==> src/rtl/regfile_pkg.sv <==
// rtl/regfile_pkg.sv - shared constants and write-decode helper for the register file
package regfile_pkg;

  localparam int REG_COUNT  = 32;
  localparam int REG_ADDR_W = 5;
  localparam logic [REG_ADDR_W-1:0] ZERO_REG = 5'd0;

  // One-hot write enables; bit 0 is never set because x0 has no storage.
  function automatic logic [REG_COUNT-1:0] decode_we(input logic en,
                                                     input logic [REG_ADDR_W-1:0] addr);
    decode_we = '0;
    for (int i = 1; i < REG_COUNT; i++) begin
      decode_we[i] = en & (addr == REG_ADDR_W'(i));
    end
  endfunction

endpackage

==> src/rtl/mux_32_1.sv <==
// rtl/mux_32_1.sv - 32:1 N-bit selector used for each register-file read port
module mux_32_1 #(
  parameter int N = 32
) (
  input  logic [N-1:0] in_0,  input  logic [N-1:0] in_1,  input  logic [N-1:0] in_2,
  input  logic [N-1:0] in_3,  input  logic [N-1:0] in_4,  input  logic [N-1:0] in_5,
  input  logic [N-1:0] in_6,  input  logic [N-1:0] in_7,  input  logic [N-1:0] in_8,
  input  logic [N-1:0] in_9,  input  logic [N-1:0] in_10, input  logic [N-1:0] in_11,
  input  logic [N-1:0] in_12, input  logic [N-1:0] in_13, input  logic [N-1:0] in_14,
  input  logic [N-1:0] in_15, input  logic [N-1:0] in_16, input  logic [N-1:0] in_17,
  input  logic [N-1:0] in_18, input  logic [N-1:0] in_19, input  logic [N-1:0] in_20,
  input  logic [N-1:0] in_21, input  logic [N-1:0] in_22, input  logic [N-1:0] in_23,
  input  logic [N-1:0] in_24, input  logic [N-1:0] in_25, input  logic [N-1:0] in_26,
  input  logic [N-1:0] in_27, input  logic [N-1:0] in_28, input  logic [N-1:0] in_29,
  input  logic [N-1:0] in_30, input  logic [N-1:0] in_31,
  input  logic [4:0]   s,
  output logic [N-1:0] y
);

  logic [N-1:0] ins [32];

  assign ins = '{in_0,  in_1,  in_2,  in_3,  in_4,  in_5,  in_6,  in_7,
                 in_8,  in_9,  in_10, in_11, in_12, in_13, in_14, in_15,
                 in_16, in_17, in_18, in_19, in_20, in_21, in_22, in_23,
                 in_24, in_25, in_26, in_27, in_28, in_29, in_30, in_31};

  assign y = ins[s];

endmodule

==> src/rtl/register_n.sv <==
// rtl/register_n.sv - N-bit enabled flop with asynchronous active-high clear
module register_n #(
  parameter int N = 32
) (
  input  logic         clk,
  input  logic         rst,
  input  logic         en_i,
  input  logic [N-1:0] d_i,
  output logic [N-1:0] q_o
);

  logic [N-1:0] q_q;
  logic [N-1:0] q_d;

  assign q_d = en_i ? d_i : q_q;

  always_ff @(posedge clk or posedge rst) begin
    if (rst) begin
      q_q <= '0;
    end else begin
      q_q <= q_d;
    end
  end

  assign q_o = q_q;

endmodule

==> src/rtl/register_file.sv <==
// rtl/register_file.sv - 32 x N integer register file, one write port, two combinational read ports
module register_file
  import regfile_pkg::*;
#(
  parameter int N      = 32,
  parameter int BYPASS = 0
) (
  input  logic                  clk,
  input  logic                  rst,
  input  logic                  wr_ena,
  input  logic [REG_ADDR_W-1:0] wr_addr,
  input  logic [N-1:0]          wr_data,
  input  logic [REG_ADDR_W-1:0] rd_addr0,
  output logic [N-1:0]          rd_data0,
  input  logic [REG_ADDR_W-1:0] rd_addr1,
  output logic [N-1:0]          rd_data1
);

  logic [REG_COUNT-1:0] we;
  logic [N-1:0]         xr [REG_COUNT];
  logic [N-1:0]         mux_out0;
  logic [N-1:0]         mux_out1;

  assign we    = decode_we(wr_ena, wr_addr);
  assign xr[0] = '0;

  for (genvar g = 1; g < REG_COUNT; g++) begin : g_reg
    register_n #(.N(N)) u_reg (
      .clk  (clk),
      .rst  (rst),
      .en_i (we[g]),
      .d_i  (wr_data),
      .q_o  (xr[g])
    );
  end

  mux_32_1 #(.N(N)) u_mux0 (
    .in_0 (xr[0]),  .in_1 (xr[1]),  .in_2 (xr[2]),  .in_3 (xr[3]),
    .in_4 (xr[4]),  .in_5 (xr[5]),  .in_6 (xr[6]),  .in_7 (xr[7]),
    .in_8 (xr[8]),  .in_9 (xr[9]),  .in_10(xr[10]), .in_11(xr[11]),
    .in_12(xr[12]), .in_13(xr[13]), .in_14(xr[14]), .in_15(xr[15]),
    .in_16(xr[16]), .in_17(xr[17]), .in_18(xr[18]), .in_19(xr[19]),
    .in_20(xr[20]), .in_21(xr[21]), .in_22(xr[22]), .in_23(xr[23]),
    .in_24(xr[24]), .in_25(xr[25]), .in_26(xr[26]), .in_27(xr[27]),
    .in_28(xr[28]), .in_29(xr[29]), .in_30(xr[30]), .in_31(xr[31]),
    .s    (rd_addr0),
    .y    (mux_out0)
  );

  mux_32_1 #(.N(N)) u_mux1 (
    .in_0 (xr[0]),  .in_1 (xr[1]),  .in_2 (xr[2]),  .in_3 (xr[3]),
    .in_4 (xr[4]),  .in_5 (xr[5]),  .in_6 (xr[6]),  .in_7 (xr[7]),
    .in_8 (xr[8]),  .in_9 (xr[9]),  .in_10(xr[10]), .in_11(xr[11]),
    .in_12(xr[12]), .in_13(xr[13]), .in_14(xr[14]), .in_15(xr[15]),
    .in_16(xr[16]), .in_17(xr[17]), .in_18(xr[18]), .in_19(xr[19]),
    .in_20(xr[20]), .in_21(xr[21]), .in_22(xr[22]), .in_23(xr[23]),
    .in_24(xr[24]), .in_25(xr[25]), .in_26(xr[26]), .in_27(xr[27]),
    .in_28(xr[28]), .in_29(xr[29]), .in_30(xr[30]), .in_31(xr[31]),
    .s    (rd_addr1),
    .y    (mux_out1)
  );

  // Forwarding is suppressed during reset and for x0 so both stay reading zero.
  if (BYPASS != 0) begin : g_fwd
    assign rd_data0 = (!rst && wr_ena && (wr_addr == rd_addr0) && (rd_addr0 != ZERO_REG))
                      ? wr_data : mux_out0;
    assign rd_data1 = (!rst && wr_ena && (wr_addr == rd_addr1) && (rd_addr1 != ZERO_REG))
                      ? wr_data : mux_out1;
  end else begin : g_nofwd
    assign rd_data0 = mux_out0;
    assign rd_data1 = mux_out1;
  end

endmodule

==> config.mk <==
export PLATFORM = sky130hd
export DESIGN_NAME = register_file
export DESIGN_NICKNAME = d
export VERILOG_FILES = /design/src/rtl/regfile_pkg.sv /design/src/rtl/mux_32_1.sv /design/src/rtl/register_n.sv /design/src/rtl/register_file.sv
export SDC_FILE = /design/constraint.sdc
export NUM_CORES = 2
export LEC_CHECK = 0
export BUFFER_PORTS_ARGS = -buffer_cell sky130_fd_sc_hd__buf_2
export CORE_MARGIN = 3
export CORE_UTILIZATION = 40
export DETAILED_ROUTE_END_ITERATION = 8
export PLACE_DENSITY_LB_ADDON = 0.12
export SYNTH_ARGS = -nofsm -noshare
export SYNTH_HDL_FRONTEND = slang
export SYNTH_SLANG_ARGS = --single-unit
==> constraint.sdc <==
create_clock -name clk -period 37 [get_ports clk]
set_input_delay 1.85 -clock clk [delete_from_list [all_inputs] [get_ports clk]]
set_output_delay 1.85 -clock clk [all_outputs]
set_load 0.02 [all_outputs]
## Word level (Yosys, flattened, before mapping)

Cells that the tools add are included.

| storage, ports and cells | value |
|---|---|
| register bits after elaboration | 992 |
| logic and storage cells | 103 |

| operators by class | value |
|---|---|
| magnitude comparators | 2 |
| equal/unequal tests | 31 |
| multiplexer cells | 6 |
| bitwise gates (word level) | 33 |

Operators with widths:

| cell | number |
|---|---|
| $bmux W32 S5 | 2 |
| $mux W32 | 4 |
| $eq A5 B5 Y1 const B | 16 |
| $eq A5 B4 Y1 const B | 8 |
| $and A1 B1 Y1 | 31 |
| $eq A5 B3 Y1 const B | 4 |
| $ge A6 B6 Y1 const B | 2 |
| $not A5 Y6 | 2 |
| $eq A5 B2 Y1 const B | 2 |
| $eq A5 B1 Y1 const B | 1 |

## Depth between registers and ports, before layout

| logic depth | value |
|---|---|
| depth after elaboration | 4 |
| depth in mapped cells | 8 |

## Modules after synthesis

From an unflattened synthesis, not the netlist that was laid out.

| second synthesis, totals | value |
|---|---|
| cell total of the unflattened synthesis | 4502 |
| area total of the unflattened synthesis | 59817.4 µm² |

By module, submodules not included:

| module | times used | cells an instance | area an instance (µm²) |
|---|---|---|---|
| register_n | 31 | 69 | 1348.8 |
| mux_32_1 | 2 | 1158 | 8887.3 |
| register_file | 1 | 47 | 230.2 |

## Worst setup path after synthesis

Ideal clock, no wire load.

| timing | value |
|---|---|
| kind | input to output |
| from | input rd_addr0[2] |
| to | output rd_data0[0] |
| arrival | 3.461 ns |
| data required time | 35.150 ns |
| setup slack | 31.689 ns |
| cell stages on the path | 8 |
| buffers on the path | 4 |
| path through | buf_2 buf_2 buf_2 nand2_1 buf_2 o22ai_1 a211oi_1 o31ai_1 |

| between the ends | value |
|---|---|
| longest elaborated chain between the ends | 4 |

Ends and longest elaborated chain:

| item | RTL line | RTL |
|---|---|---|
| start: declaration | register_file.sv:13 | `input logic [REG_ADDR_W-1:0] rd_addr0,` |
| $not A5 Y6 (implied by the code) | mux_32_1.sv:27 | `assign y = ins[s];` |
| $bmux W32 S5 | mux_32_1.sv:27 |  |
| $mux W32 (implied by the code) (2 in a row) | mux_32_1.sv:27 |  |
| end: declaration | register_file.sv:14 | `output logic [N-1:0] rd_data0,` |

Every way passes these cells. The select of a mux whose other input is x is not followed.

## Final worst setup path

| timing | value |
|---|---|
| from | input rd_addr0[0] |
| to | output rd_data0[16] |

The elaborated chain is that of the path after synthesis.

==> impl_metrics.csv <==
group,metric,value,unit
synth,avgSynthCellArea,14.8,um2
die,row_count,133,
cts,cts_root_buffer,"clkbuf_16",
synth,synth.distinct_cells,28,
setup_path,cp-start-kind,"input port",
cts,clock_sinks,992,
setup_path,crit_type,"input port to output port",
place,placed_area,0.0551,mm2
synth,synth-edff-count,0,
synth,yosys.area.top_type,"dfrtp_1",
setup_path,end_kind,"output port",
die,pin_count,114,
synth,ys_async_sr_fraction,1.00,
die,floorplan.initialDensity,0.404,
setup_path,crit_path_max_incr_delay,0.93,ns
cells_and_area,drive_above_1_share,0.508,
global_routing,grt_max_degree,173,
synth,synth_area_leaders,"dfrtp_1 47%, mux2_2 22%, mux4_2 16%",
die,die_w,371,um
setup_path,crit_top_cell,"buf_4",
sta,tightest_slew,1.27,ns
setup_path,cp.required,35.15,ns
cts,cts-resized-gates,0,
die,core,0.132,mm2
route,first_pass_iters,5,
hold_path,worstHoldStart,"g_reg[28].u_reg.q_o[10]",
global_routing,grt_pass1_vias,37029,
sta,fin_crit,8.62,ns
synth,ys_ff_latch,992,
hold_path,hold_path_end,"g_reg[28].u_reg.q_o[10]",
route,route.detailed.drc,0,
sta,setup_viol,0,
cts,cts.clk_slew.worst_paths,0.06,ns
route,drtIter0Drc,2601,
synth,synth.most_common_cell,"mux2_2",
cts,h-tree-depth,3,
die,die-area,0.138,mm2
setup_path,cp_max_fo,58,
sta,rsz0062_at_grt,"false",
global_routing,track_usage,0.263,
cells_and_area,fin_area,0.0588,mm2
hold_path,whs_path_depth,1,
die,die_y,371,um
cts,clock_path_buffers,3,
sta,slew_viol_final,0,
cts,cts_tree,"yes",
setup_path,worst_ep_arrival_time,6.77,ns
setup_path,regToRegSetupSlack,36.17,ns
synth,yosysWarnings,0,
cts,insertion_delay,0.73,ns
setup_path,r2r_end,"g_reg[12].u_reg.q_o[4]",
cells_and_area,largest_reg_flops,992,
synth,synth_cells,3602,
power_and_ir_drop,power.density,55.5,mW/mm2
hold_path,hold_class,"flop to flop",
place,place_congestion,0.784,
sta,max_slew_margin,0.154,
power_and_ir_drop,ir_worst_vdd,39.9,uV
route,ant_nets,0,
setup_path,r2r-start,"g_reg[12].u_reg.q_o[4]",
power_and_ir_drop,leakage,25.5,nW
synth,synthFlopType,"dfrtp_1",
cts,hold_buffers,0,
sta,hold_viol,0,
sta,final.period_utilization,0.233,
synth,synth_area,0.0532,mm2
run_status,status,"finished clean",
flow_run,cap_violations,0,
route,vias_per_cell,6.40,
place,place_hpwl,102000,um
global_routing,grt_first_pass_wirelength,264000,um
cells_and_area,area_growth,10.5,%
cts,postCtsSetupRepairBufs,0,
route,vias,34275,
global_routing,antenna_found_initial,10,
setup_path,path_cells,"buf_8 > buf_4 > buf_4 > buf_4 > mux4_2 > a22o_1 > o21ai_1 > o31ai_1 > buf_2",
cts,numCtsBuffers,115,
global_routing,grt_overflow,0,
route,routed_wl,180000,um
synth,synth_seq_area_share,0.466,
setup_path,crit_path_top_delay_cell,"buf_4",
sta,timing.fmax,116,MHz
cells_and_area,nNetsFinal,3557,
setup_path,r2r_cells,1,
sta,clock_skew,0,ns
sta,fin_setup_tns,0,ns
place,io_buffers,113,
route,wire_per_inst,33.6,um
synth,synthTopCellsByCount,"1026 x mux2_2, 992 x dfrtp_1, 384 x mux4_2, 192 x a22o_1, 192 x mux2i_1",
synth,synth_top_area_share,0.466,
synth,syn-num-nets,3652,
==> layout make-up <==
class	instances	area [um2]
Inverter	3	18.8
Timing Repair Buffer	190	1220
Tap cell	1755	2200
Clock buffer	186	3560
Antenna cell	1	2.50
Multi-Input combinational cell	2205	26800
Clock inverter	25	190
Fill cell	11679	73000
Sequential cell	992	24800
==> cell families after synthesis <==
group           Yosys count  share of synthesized area
buf+inv                 405                     0.0351
compound gates          448                     0.0632
mux                    1632                      0.422
flops                   992                      0.466
simple gates            125                     0.0136
==> layout by cell type (no fill, tap or decap), types with 81 or more instances in the layout <==
cell and n:
mux2_2 1026, dfrtp_1 992, mux4_2 384, mux2i_1 192
a22o_1 192, clkbuf_16 118, buf_2 103, buf_4 81
==> routing by layer <==
layer  vias up  part of all wire  GRT usage
met1     18928              0.43      0.354
met2      1187              0.48      0.424
met5         -           0.00023          0
met3       335             0.064     0.0536
met4         6             0.031     0.0881
li1      13819                 -          -
==> critical path, delay by kind of cell <==
kind	cells	cell delay, ns
compound gates	3	0.71
mux	1	0.61
buf+inv	5	3.35
==> power by group <==
group | internal, mW | switching, mW
logic | 0.392 | 0.288
registers | 1.30 | 0.153
clock network | 0.659 | 0.470
==> metrics by stage <==
| step | power, mW | worst slack [ns] | utilization | hold WS [ns] | std cells |
|---|---|---|---|---|---|
| floorplan | 1.96 | 7.24 | - | 0.470 | 3602 |
| global placement | 2.10 | 28.34 | 0.418 | 0.479 | 5145 |
| detailed placement | 2.15 | 28.32 | 0.418 | 0.492 | 5145 |
| CTS | 3.29 | 28.33 | 0.446 | 0.505 | 5356 |
| global route | 3.41 | 28.06 | 0.446 | 0.518 | 5357 |
| finish | 3.26 | 28.38 | 0.446 | 0.505 | 5357 |
==> worst max-delay path by stage <==
stage	endpoint	slack, ns	startpoint
after detailed placement	rd_data0[16]	28.32	rd_addr0[0]
final	rd_data0[16]	28.38	rd_addr0[0]
after global routing	rd_data0[16]	28.06	rd_addr0[0]
after CTS	rd_data0[16]	28.33	rd_addr0[0]
after global placement	rd_data0[16]	28.34	rd_addr0[0]
after floorplan	g_reg[10].u_reg.q_o[0]	7.24	rst
(Power assumes the default switching activity.)
